### config.mk
export PLATFORM = sky130hd
export DESIGN_NAME = clk_cycle_tracker
export DESIGN_NICKNAME = d
export VERILOG_FILES = /design/src/rtl/clk_cycle_tracker.sv
export SDC_FILE = /design/constraint.sdc
export NUM_CORES = 1
export LEC_CHECK = 0
export ABC_AREA = 1
export ABC_CLOCK_PERIOD_IN_PS = 2000
export CAP_MARGIN = 20
export CORE_UTILIZATION = 31
export DETAILED_ROUTE_END_ITERATION = 12
export PLACE_DENSITY_LB_ADDON = 0.3
export SYNTH_ARGS = -nofsm -noshare
export SYNTH_HDL_FRONTEND = slang
export SYNTH_SLANG_ARGS = --single-unit
### constraint.sdc
create_clock -name clk -period 2 [get_ports clk]
set_clock_uncertainty 0.15 [all_clocks]
set_input_delay 0.4 -clock clk [delete_from_list [all_inputs] [get_ports clk]]
set_output_delay 0.4 -clock clk [all_outputs]
set_load 0.02 [all_outputs]
### src/rtl/clk_cycle_tracker.sv
// Phase/period tracker: counts clock phases inside a latched period and counts
// completed periods, with free-run or one-shot operation and start/stop control.
module clk_cycle_tracker #(
  parameter int CNT_LEN = 10,
  parameter int CYC_LEN = 10
) (
  input  logic               clk,
  input  logic               in_Srst,
  input  logic               in_en,
  input  logic               in_start,
  input  logic               in_stop,
  input  logic               in_mode,
  input  logic [CNT_LEN-1:0] in_period,
  input  logic [CYC_LEN-1:0] in_num_cycles,
  output logic [CNT_LEN-1:0] out_clk_cnt,
  output logic [CYC_LEN-1:0] out_clk_cycle,
  output logic               out_tick,
  output logic               out_busy,
  output logic               out_done,
  output logic               out_cyc_ovf
);

  typedef enum logic [1:0] {
    ST_IDLE = 2'd0,
    ST_RUN  = 2'd1,
    ST_DONE = 2'd2
  } state_t;

  localparam logic [CNT_LEN-1:0] CNT_ZERO = {CNT_LEN{1'b0}};
  localparam logic [CNT_LEN-1:0] CNT_ONE  = {{(CNT_LEN-1){1'b0}}, 1'b1};
  localparam logic [CYC_LEN-1:0] CYC_ZERO = {CYC_LEN{1'b0}};
  localparam logic [CYC_LEN-1:0] CYC_ONE  = {{(CYC_LEN-1){1'b0}}, 1'b1};
  localparam logic [CYC_LEN-1:0] CYC_MAX  = {CYC_LEN{1'b1}};

  state_t             state_r, state_nxt_s;
  logic [CNT_LEN-1:0] cnt_r, cnt_nxt_s;
  logic [CYC_LEN-1:0] cycle_r, cycle_nxt_s;
  logic [CNT_LEN-1:0] period_q_r, period_q_nxt_s;
  logic [CYC_LEN-1:0] num_q_r, num_q_nxt_s;
  logic               mode_q_r, mode_q_nxt_s;
  logic               tick_r, tick_nxt_s;
  logic               busy_r, busy_nxt_s;
  logic               done_r, done_nxt_s;
  logic               ovf_r, ovf_nxt_s;

  logic               period_end_s;
  logic               cyc_sat_s;
  logic [CYC_LEN-1:0] cyc_inc_s;
  logic               shot_end_s;

  // Guarding with >= keeps the counter from running away if the period were ever inconsistent.
  assign period_end_s = (cnt_r >= period_q_r);
  assign cyc_sat_s    = (cycle_r == CYC_MAX);
  assign cyc_inc_s    = cycle_r + CYC_ONE;
  assign shot_end_s   = mode_q_r && !cyc_sat_s && (cyc_inc_s == num_q_r);

  // State and datapath registers with synchronous reset.
  always_ff @(posedge clk) begin
    if (in_Srst) begin
      state_r    <= ST_IDLE;
      cnt_r      <= CNT_ZERO;
      cycle_r    <= CYC_ZERO;
      period_q_r <= CNT_ZERO;
      num_q_r    <= CYC_ZERO;
      mode_q_r   <= 1'b0;
      tick_r     <= 1'b0;
      busy_r     <= 1'b0;
      done_r     <= 1'b0;
      ovf_r      <= 1'b0;
    end else begin
      state_r    <= state_nxt_s;
      cnt_r      <= cnt_nxt_s;
      cycle_r    <= cycle_nxt_s;
      period_q_r <= period_q_nxt_s;
      num_q_r    <= num_q_nxt_s;
      mode_q_r   <= mode_q_nxt_s;
      tick_r     <= tick_nxt_s;
      busy_r     <= busy_nxt_s;
      done_r     <= done_nxt_s;
      ovf_r      <= ovf_nxt_s;
    end
  end

  // Next-state selection; start outranks stop.
  always_comb begin
    state_nxt_s = state_r;
    if (!in_en) begin
      state_nxt_s = state_r;
    end else if (in_start) begin
      state_nxt_s = ST_RUN;
    end else if (in_stop) begin
      state_nxt_s = ST_IDLE;
    end else begin
      case (state_r)
        ST_RUN:  state_nxt_s = (period_end_s && shot_end_s) ? ST_DONE : ST_RUN;
        ST_IDLE: state_nxt_s = ST_IDLE;
        ST_DONE: state_nxt_s = ST_DONE;
        default: state_nxt_s = ST_IDLE;
      endcase
    end
  end

  // Datapath and status next values; tick is the only thing that does not hold while disabled.
  always_comb begin
    cnt_nxt_s      = cnt_r;
    cycle_nxt_s    = cycle_r;
    period_q_nxt_s = period_q_r;
    num_q_nxt_s    = num_q_r;
    mode_q_nxt_s   = mode_q_r;
    ovf_nxt_s      = ovf_r;
    tick_nxt_s     = 1'b0;
    busy_nxt_s     = (state_nxt_s == ST_RUN);
    done_nxt_s     = (state_nxt_s == ST_DONE);
    if (!in_en) begin
      cnt_nxt_s = cnt_r;
    end else if (in_start) begin
      cnt_nxt_s      = CNT_ONE;
      cycle_nxt_s    = CYC_ZERO;
      ovf_nxt_s      = 1'b0;
      period_q_nxt_s = (in_period == CNT_ZERO) ? CNT_ONE : in_period;
      num_q_nxt_s    = (in_num_cycles == CYC_ZERO) ? CYC_ONE : in_num_cycles;
      mode_q_nxt_s   = in_mode;
    end else if (in_stop) begin
      cnt_nxt_s = CNT_ZERO;
    end else if (state_r == ST_RUN) begin
      if (period_end_s) begin
        tick_nxt_s = 1'b1;
        if (cyc_sat_s) begin
          ovf_nxt_s = 1'b1;
        end else begin
          cycle_nxt_s = cyc_inc_s;
        end
        cnt_nxt_s = shot_end_s ? CNT_ZERO : CNT_ONE;
      end else begin
        cnt_nxt_s = cnt_r + CNT_ONE;
      end
    end else begin
      cnt_nxt_s = CNT_ZERO;
    end
  end

  assign out_clk_cnt   = cnt_r;
  assign out_clk_cycle = cycle_r;
  assign out_tick      = tick_r;
  assign out_busy      = busy_r;
  assign out_done      = done_r;
  assign out_cyc_ovf   = ovf_r;

endmodule

---- Word-level counts from Yosys, hierarchy flattened ----
Index checks and enable logic that the tools add are counted.
storage, ports and cells
  bits in writable memories ............... 0
  output and inout port bits .............. 24
  memories kept ........................... 0
  memory bits (read-only) ................. 0
  input bits .............................. 26
  bits in latches ......................... 0
  logic and storage cells ................. 59
  register bits after elaboration ......... 47
cells by class
  shift operators ......................... 0
  eq/ne operators ......................... 8
  multipliers ............................. 0
  add/sub/neg operators ................... 2
  div/mod/pow operators ................... 0
  bitwise operators ....................... 2
  $lt $le $gt $ge ......................... 1
  muxes and demuxes ....................... 23
  reduce and logical (&&, ||, !) cells .... 13
operators with widths
  kind                                           number
  2-to-1 mux 10 bit                              11
  adder 10 x 1 -> 10 bit, second input constant  2
  logical NOT 10 bit                             2
  == test 10 bit                                 1
  == test 10 bit, second input constant          1
  greater-or-equal comparator 10 bit             1
  AND reduction 5 bit                            2
  2-to-1 mux 2 bit                               4
  2-to-1 mux 1 bit                               7
  nonzero test 2 bit                             3
  OR reduction 5 bit                             1
  == test 2 x 1 -> 1 bit, second input constant  2
  == test 2 bit, second input constant           2
  != test 2 bit, second input constant           2
  one-hot mux 2 bit (2 select lines)             1
  logical AND 1 bit                              3
  inverter 1 bit                                 2
  AND reduction 2 bit                            1
  logical NOT 1 bit                              1

---- Longest topological paths before layout ----
Gate-level depths: netlist of run 1.
  depth after elaboration ................. 11
  mapped depth ............................ 17
  gate-level depth less buffers ........... 17

---- Worst setup path after synthesis of run 1 ----
OpenSTA, ideal clock, no wires.
  path type ............................... register -> register
  from .................................... register cnt_r[4] (netlist: out_clk_cnt[4])
  to ...................................... register cycle_r[7] (netlist: out_clk_cycle[7])
  library setup time ...................... 70 ps
  buffers on the path ..................... 1
  stages on the path, launching flop included .. 12
  period minus slack after synthesis ...... 2060 ps
  data arrival time ....................... 1839 ps
  setup slack ............................. -60 ps
  data required time ...................... 1780 ps
  path through ............................ dfxtp_1 > ha_1 > nand2_1 > nor2_1 > o211ai_1 > nand4_1 > nand2_1 > nand2_1 > nand2_2 > buf_4 > nand2_1 > a21oi_1
between the ends
  cells in the longest elaborated chain, start to end .. 3
ends and longest elaborated chain
  element                               line  text
  start, declared                       36    logic [CNT_LEN-1:0] cnt_r, cnt_nxt_s;
  start signal, assigned                72    cnt_r <= cnt_nxt_s;
  greater-or-equal comparator 10 bit    52    assign period_end_s = (cnt_r >= period_q_r);
  nonzero test 2 bit (no source line)   -
  AND reduction 5 bit (no source line)  -
  end signal, assigned                  73    cycle_r <= cycle_nxt_s;
  end, declared                         37    logic [CYC_LEN-1:0] cycle_r, cycle_nxt_s;
No other way between the ends.
A chain may end at the register's enable or synchronous reset.

---- Worst setup path after layout of run 1 ----
  from .................................... register period_q_r[9]
  to ...................................... register cycle_r[3] (netlist: out_clk_cycle[3])
between the ends
  cells in the longest elaborated chain, start to end .. 3
ends and longest elaborated chain
  element                               line  text
  start, declared                       38    logic [CNT_LEN-1:0] period_q_r, period_q_nxt_s;
  start signal, assigned                74    period_q_r <= period_q_nxt_s;
  greater-or-equal comparator 10 bit    52
  nonzero test 2 bit (no source line)   -
  AND reduction 5 bit (no source line)  -
No other way between the ends.

==> summary.txt, run 1 <==
Yosys
  – Synth async-reset ratio: 0%
  – Main flop type after synthesis: dfxtp_1
  – Post-Synth Adder-Cell Area: 6.61%
  – Number of synthesized flops with an enable pin: 0
  – Mux contribution to synthesized area: 0%
  – Synth cell types: 30
  – Post-Syn Area per Cell: 6.92 sq um
  – Synthesized Nets: 423
  – Synthesized cell area: 0.00265 sq mm
  – Combinational family with the most area after synthesis: simple AND/OR/NAND/NOR gates
  – Register bit count reported by yosys: 47
  – Synth Instances: 383
  – Synth Warn #: 0
  – Post-synthesis sequential area ratio: 35.5%
  – Post-Synth Simple-Gate Area: 28.0%
  – Post-synthesis compound-gate area fraction: 17.6%
  – Synth Area in XOR/XNOR: 2.31%

Power
  – Tot Pwr: 2.04 mW
  – Leakage Power: 1.74 nW
  – VDD IR-drop max: 0.295 mV
  – Combinational group share of total power: 23.1%
  – Sw Ratio: 29.3%
  – Clock power frac: 26.6%
  – Switching power: 0.596 mW
  – Pwr/cell area: 511 mW/mm^2
  – Cell-internal power: 1.44 mW
  – Share of power burned in registers: 50.3%

STA
  – Upper clock frequency limit: 498 MHz
  – Setup ws final: -0.00670 ns
  – Max Slew Vio Count: 0
  – Hold_ws: 0.330 ns
  – Tmin final: 2.01 ns
  – Final hold violations: 0
  – Worst-margin pin slew: 0.298 ns
  – RSZ-0062 raised after global routing: yes
  – Setup violations, final: 1
  – Slew margin rel.: 80.0%
  – Period Utilization, post-route: 100%

GRT
  – Gr busiest metal: met2
  – First-pass GRT wire length: 11400 microns
  – GR Layer Usage met1: 21.2%
  – Met2 GRT Util: 26.4%
  – Grt ovf: 0
  – Vias in the first global route: 2576
  – Gr usage total: 16.1%
  – Global routing usage on met3: 3.46%
  – Largest net degree at the start of global routing: 29
  – Initial antenna violation count: 0

Min path
  – Min-Delay Path Class: reg -> reg

Worst setup path
  – Slowest-stage cell, CP: dfxtp_2
  – Worst Setup Path Type: reg -> reg
  – CP max FO: 7
  – Worst Setup End Kind: flip-flop
  – CP arrival: 2.05 ns
  – Critical Path Start Type: flip-flop
  – Cells along the critical path: inv_2 > ha_4 > nand2_2 > nor2_4 > o211ai_1 > nand4_1 > nand2_1 > nand2_2 > nand2_4 > buf_12 > o21ai_0 > a21oi_1
  – CP required: 2.04 ns
  – Most frequent CP cell: nand2_2
  – Max stage delay on crit path: 0.33 ns

Placed design
  – Post-placement cell count: 560
  – Dpl cell area: 0.00351 sq mm
  – Dpl hpwl: 5220 microns
  – Port Buffer Count: 49
  – Placer congestion estimate: 0.907

Floorplan
  – Vert. Die Dim: 94.5 microns
  – Site Rows: 33
  – DIE AREA: 0.00893 sq mm
  – Core area: 0.00826 sq mm
  – Initial core utilization: 32.1%
  – Ports: 50
  – Die Wd: 94.5 microns

Outcome
  – Status: finished with violations
  – Failing checks: negative setup slack

CTS
  – Clk_lat worst skew: 0.30 ns
  – CTS sink cnt: 47
  – Worst-path clk slew: 0.09 ns
  – Maximum root-to-sink buffer count: 2
  – CTS tree: done
  – H-tree Lvls: 2
  – Cts bufs inserted: 5
  – CTS Hold Bufs: 0
  – CTS root buffer: clkbuf_8

Finish
  – Synthesis-to-layout area growth: 50.1%
  – Nets: 510
  – Design area: 0.00398 sq mm
  – Finished Layout Cells: 574
  – Commonest non-fill, non-tap cell in the layout: nand2_1
  – Antenna cells: 0
  – Layout cells sized above 1: 30.9%
  – Most frequent cells in the layout: nand2_1 (56), inv_1 (46), clkdlybuf4s50_1 (44)
  – Fillers: 829

Route
  – Remaining antenna violation count: 0
  – Residual DRC count: 0
  – Final WL: 7410 microns
  – WL/cell: 12.9 microns
  – Via count: 2757
  – Drt first pass iters: 6
  – Drt initial violations: 95
  – Via density: 4.80

Run
  – MaxCap Viol Count: 0
## layout make-up
class | instances | area, sq um | area share (%)
Tap cell | 105 | 131 | 3.30
Sequential cell | 47 | 972 | 24.4
Clock buffer | 6 | 72.6 | 1.82
Timing Repair Buffer | 92 | 880 | 22.1
Multi-Input combinational cell | 267 | 1710 | 42.9
Inverter | 57 | 216 | 5.44
## power by group through the flow
stage / clock network (mW) / logic (mW) / registers (mW)
2_1_floorplan: 0 / 0.198 / 1.05
5_1_grt: 0.606 / 0.517 / 1.03
3_5_place_dp: 0 / 0.389 / 1.04
3_3_place_gp: 0 / 0.383 / 1.04
4_1_cts: 0.561 / 0.394 / 1.01
6_report: 0.542 / 0.469 / 1.02
## metrics by stage
stage	setup slack [ns]	utilization, %	TNS [ns]
after global placement	-0.0385	42.5	-0.172
after floorplan	0.000173	-	0
after CTS	0.00489	43.5	0
after global routing	-0.147	48.2	-1.24
after detailed placement	-0.0698	42.5	-0.547
final	-0.00670	48.2	-0.00670
## Yosys cell counts, types with 4 or more instances
master	instances	area share (%)
clkbuf_1	9	1.3
nor2_1	30	4.2
nand3b_1	5	1.4
nand3_1	22	4.2
xnor2_1	4	1.3
o21ai_0	29	5.5
nand2_1	75	11
ha_1	14	6.6
a211oi_1	6	1.7
dfxtp_1	47	35
a21oi_1	45	8.5
nand4_1	9	2.1
inv_1	57	8.1
## routing by layer
layer	share of wire (%)	routed length, microns	vias up
met1	46	3430	1247
met2	47	3510	64
li1	-	-	1434
met4	1.9	141	0
met3	4.4	324	12
met5	0	0	-
## final timing paths
path | startpoint | end | slack, ns | cells after the start
worst min register to register | out_cyc_ovf$_SDFFE_PP0P_ | out_cyc_ovf$_SDFFE_PP0P_ | 0.33 | 2
worst min-delay path | out_cyc_ovf$_SDFFE_PP0P_ | out_cyc_ovf$_SDFFE_PP0P_ | 0.33 | 2
worst max-delay path | period_q_r[9]$_SDFFE_PP0P_ | out_clk_cycle[3]$_SDFFE_PP0P_ | -0.007 | 12
worst max register to register | period_q_r[9]$_SDFFE_PP0P_ | out_clk_cycle[3]$_SDFFE_PP0P_ | -0.007 | 12
## worst max-delay path: cells and delay by family, from the launching register on
| kind | cells | cell delay (ns) |
|---|---|---|
| and+or+nand+nor | 6 | 0.62 |
| DFF | 1 | 0.33 |
| AOI/OAI and AO/OA | 3 | 0.31 |
| adders and majority gates | 1 | 0.27 |
| buffers and inverters | 2 | 0.21 |
## flip-flops by register name, indices dropped and copies added (netlist names)
| signal | count |
|---|---|
| num_q_r | 10 |
| out_clk_cnt | 10 |
| out_clk_cycle | 10 |
| period_q_r | 10 |
| state_r | 2 |
| mode_q_r | 1 |
| out_busy | 1 |
| out_cyc_ovf | 1 |
| out_done | 1 |
| out_tick | 1 |
## logic make-up (layout without fill, tap and decap cells)
group           after synthesis  count (layout)
xor+xnor                      7               7
compound gates               86              86
simple gates                160             160
fa+ha+maj                    14              14
buf+inv                      69             155
flops                        47              47
## repair_timing
| action | in CTS | in global routing |
|---|---|---|
| endpoints found under the hold margin | 0 | 0 |
| resized for setup | 10 | 89 |
| pin swaps | 2 | 21 |
| buffers inserted | 0 | 7 |
| gates cloned | 0 | 1 |
| setup endpoints to repair | 15 | 29 |
No activity file was read; power rests on OpenSTA's default activity.
==> inputs of run 2 (changes only) <==
--- a/config.mk
+++ b/config.mk
@@ -10,6 +10,7 @@
 export CAP_MARGIN = 20
 export CORE_UTILIZATION = 31
 export DETAILED_ROUTE_END_ITERATION = 12
+export GPL_ROUTABILITY_DRIVEN = 0
 export PLACE_DENSITY_LB_ADDON = 0.3
 export SYNTH_ARGS = -nofsm -noshare
 export SYNTH_HDL_FRONTEND = slang
==> results of run 2 <==
Final layout, timing and power as in run 1 (identical DEF).
==> inputs of run 3 (changes only) <==
--- a/config.mk
+++ b/config.mk
@@ -11,7 +11,9 @@
 export CORE_UTILIZATION = 31
 export DETAILED_ROUTE_END_ITERATION = 12
 export GPL_ROUTABILITY_DRIVEN = 0
+export GPL_TIMING_DRIVEN = 0
 export PLACE_DENSITY_LB_ADDON = 0.3
+export SLEW_MARGIN = 15
 export SYNTH_ARGS = -nofsm -noshare
 export SYNTH_HDL_FRONTEND = slang
 export SYNTH_SLANG_ARGS = --single-unit
==> run 3 against run 2 <==
The run still ends with negative setup slack left. Non-clock buffer count fell by 13. Fmax decreased by 0.81%. Highest routed layer unchanged. Combinational power up 4%. Largest cell class unchanged. Global-route usage increased by 1.8 points. Die area did not move. Final cell count decreased by 2.1%. Via count increased by 0.62%. Count of clock-buffer cells in the layout did not move.
==> summary.txt, run 3 (synthesized netlist as in run 1, its figures left out) <==
Outcome
  – Status: finished with violations (unchanged)
  – Failing checks: negative setup slack (unchanged)

Finish
  – Synthesis-to-layout area growth: 47.7% (was 50.1%)
  – Nets: 497 (was 510)
  – Fillers: 805 (was 829)
  – Most frequent cells in the layout: nand2_1 (59), clkdlybuf4s50_1 (44), inv_1 (43) (was nand2_1 (56), inv_1 (46), clkdlybuf4s50_1 (44))
  – Final core occ: 47.4% (was 48.2%)
  – Antenna cells: 0 (unchanged)
  – Register Area: 996 sq um (was 972 sq um)
  – Commonest non-fill, non-tap cell in the layout: nand2_1 (unchanged)
  – Layout cells sized above 1: 29.1% (was 30.9%)
  – Design area: 0.00392 sq mm (was 0.00398 sq mm)
  – Multi-input gate area: 0.00177 sq mm (was 0.00171 sq mm)

Power
  – Sw Ratio: 30.6% (was 29.3%)
  – Leakage Power: 1.66 nW (was 1.74 nW)
  – VDD IR-drop max: 0.250 mV (was 0.295 mV)
  – Cell-internal power: 1.47 mW (was 1.44 mW)
  – Switching power: 0.649 mW (was 0.596 mW)
  – Clock power frac: 29.2% (was 26.6%)
  – Combinational group share of total power: 23.0% (was 23.1%)
  – Pwr/cell area: 542 mW/mm^2 (was 511 mW/mm^2)
  – Share of power burned in registers: 47.8% (was 50.3%)

CTS
  – CTS sink cnt: 47 (unchanged)
  – Cts bufs inserted: 5 (unchanged)
  – Worst-path clk slew: 0.10 ns (was 0.09 ns)
  – Maximum root-to-sink buffer count: 2 (unchanged)
  – Clk_lat worst skew: 0.31 ns (was 0.30 ns)
  – H-tree Lvls: 2 (unchanged)
  – CTS root buffer: clkbuf_8 (unchanged)
  – CTS tree: done (unchanged)

Floorplan
  – Die Wd: 94.5 microns (unchanged)
  – DIE AREA: 0.00893 sq mm (unchanged)
  – Vert. Die Dim: 94.5 microns (unchanged)
  – Site Rows: 33 (unchanged)
  – Core area: 0.00826 sq mm (unchanged)
  – Ports: 50 (unchanged)
  – Initial core utilization: 32.1% (unchanged)

Worst setup path
  – CP Buf/Inv Count: 2 (unchanged)
  – Cells along the critical path: ha_4 > a21oi_1 > o21ai_2 > nand2_1 > nand4_1 > buf_4 > inv_4 > nand2_4 > or2_2 > a21oi_1 (was inv_2 > ha_4 > nand2_2 > nor2_4 > o211ai_1 > nand4_1 > nand2_1 > nand2_2 > nand2_4 > buf_12 > o21ai_0 > a21oi_1)
  – CP arrival: 2.11 ns (was 2.05 ns)
  – CP max FO: 5 (was 7)
  – Worst Setup Path Type: reg -> reg (unchanged)
  – Critical Path Start Type: flip-flop (unchanged)
  – Slowest-stage cell, CP: dfxtp_2 (unchanged)
  – Register-to-register setup slack: -0.02 ns (was -0.007 ns)
  – Worst Setup End Kind: flip-flop (unchanged)
  – Reg2reg start: out_clk_cnt[3]$_SDFFE_PP0P_ (was period_q_r[9]$_SDFFE_PP0P_)
  – FF-to-FF path depth: 10 (was 12)
  – Max stage delay on crit path: 0.39 ns (was 0.33 ns)
  – RR Endpoint: out_clk_cnt[7]$_SDFFE_PP0P_ (was out_clk_cycle[3]$_SDFFE_PP0P_)
  – CP required: 2.09 ns (was 2.04 ns)
  – Top delay family on crit path: simple AND/OR/NAND/NOR gates (unchanged)
  – Most frequent CP cell: a21oi_1 (was nand2_2)

GRT
  – Grt ovf: 0 (unchanged)
  – Initial antenna violation count: 0 (unchanged)
  – First-pass GRT wire length: 12500 microns (was 11400 microns)
  – Gr usage total: 17.9% (was 16.1%)
  – Vias in the first global route: 2694 (was 2576)
  – Largest net degree at the start of global routing: 15 (was 29)

STA
  – Setup violations, final: 1 (unchanged)
  – Setup tns final: -0.0230 ns (was -0.00670 ns)
  – Final hold violations: 0 (unchanged)
  – Slew margin rel.: 56.9% (was 80.0%)
  – Hold_ws: 0.328 ns (was 0.330 ns)
  – Tmin final: 2.02 ns (was 2.01 ns)
  – Setup ws final: -0.0230 ns (was -0.00670 ns)
  – Upper clock frequency limit: 494 MHz (was 498 MHz)
  – Worst-margin pin slew: 0.646 ns (was 0.298 ns)
  – Max Slew Vio Count: 0 (unchanged)
  – RSZ-0062 raised after global routing: yes (unchanged)
  – Period Utilization, post-route: 101% (was 100%)

Min path
  – Hold Path Depth: 2 (unchanged)
  – Hold Path Origin: out_cyc_ovf$_SDFFE_PP0P_ (unchanged)
  – WHS Endpoint: out_cyc_ovf$_SDFFE_PP0P_ (unchanged)
  – Min-Delay Path Class: reg -> reg (unchanged)

Placed design
  – Placement Setup Slack: -0.281 ns (was -0.0698 ns)
  – Port Buffer Count: 47 (was 49)
  – Dpl cell area: 0.00326 sq mm (was 0.00351 sq mm)
  – Dpl hpwl: 5340 microns (was 5220 microns)

Route
  – Drt first pass iters: 4 (was 6)
  – Via density: 4.94 (was 4.80)
  – Final WL: 7800 microns (was 7410 microns)
  – Residual DRC count: 0 (unchanged)
  – WL/cell: 13.9 microns (was 12.9 microns)
  – Remaining antenna violation count: 0 (unchanged)
  – Drt initial violations: 125 (was 95)
  – Via count: 2774 (was 2757)

Run
  – MaxCap Viol Count: 0 (unchanged)
[run 3: changes by cell type in the layout (fill, tap and decap cells not counted), moves of 3 or more]
cell and change:
dfxtp_1 -3, nand2_4 +5, dfxtp_2 -5, nor2_1 -3, dfxtp_4 +8, a21oi_1 +3, clkbuf_1 +6, nand2_2 -8
a21oi_2 -3, inv_1 -3, buf_4 -21, nand2_1 +3
[run 3: power groups by stage]
stage          sequential [mW]  clock (mW)  combinational [mW]
2_1_floorplan             1.05           0               0.198
3_3_place_gp              1.04           0               0.351
3_5_place_dp              1.04           0               0.357
4_1_cts                   1.01       0.635               0.415
5_1_grt                   1.02       0.678               0.531
6_report                  1.01       0.619               0.487
[run 3: timing repair]
item | 4_1_cts | 5_1_grt
buffers inserted | 12 | 7
hold buffers | 0 | 0
pin swaps | 5 | 15
cloned | 0 | 1
setup endpoints to repair | 25 | 37
gates resized for setup | 47 | 78
[run 3: through the flow]
stage	total power [mW]	cells
finish	2.12	562
global route	2.23	562
CTS	2.06	554
detailed placement	1.39	535
global placement	1.39	535
floorplan	1.24	383
[run 3: layout make-up]
| class | count | area share [%] |
|---|---|---|
| multi-input cells | 267 | 45.1 |
| inverters | 57 | 5.59 |
| clock buffers | 6 | 2.11 |
| flip-flops and latches | 47 | 25.4 |
| well taps | 105 | 3.35 |
| clock inverters | 1 | 0.224 |
| repair buffers | 67 | 16.5 |
| plain buffers | 12 | 1.73 |
[run 3: worst min-delay path, cell delays in order, from the launching register on]
cell and delay, ns:
dfxtp_1 0.32, inv_1 0.05, a211oi_1 0.06
[run 3: layer usage]
metal	vias to the layer above	GRT usage, %	share of wire, %
met4	0	6.57	2.2
met2	56	30.9	48
met5	-	0	0
met3	13	2.98	4.2
met1	1302	22.3	46
li1	1403	-	-
[run 3: worst max path at each step]
| stage | slack (ns) | endpoint | startpoint | depth (start not counted) |
|---|---|---|---|---|
| after floorplan | 0.0002 | out_busy$_SDFF_PP0_ | out_clk_cycle[0]$_SDFFE_PP0P_ | 14 |
| after global placement | -0.28 | out_clk_cycle[1]$_SDFFE_PP0P_ | out_clk_cycle[0]$_SDFFE_PP0P_ | 10 |
| after detailed placement | -0.28 | out_clk_cycle[1]$_SDFFE_PP0P_ | out_clk_cnt[9]$_SDFFE_PP0P_ | 10 |
| after CTS | 0.0009 | out_busy$_SDFF_PP0_ | out_clk_cycle[2]$_SDFFE_PP0P_ | 14 |
| after global routing | -0.13 | out_busy$_SDFF_PP0_ | out_clk_cycle[1]$_SDFFE_PP0P_ | 14 |
| final | -0.02 | out_clk_cnt[7]$_SDFFE_PP0P_ | out_clk_cnt[3]$_SDFFE_PP0P_ | 10 |
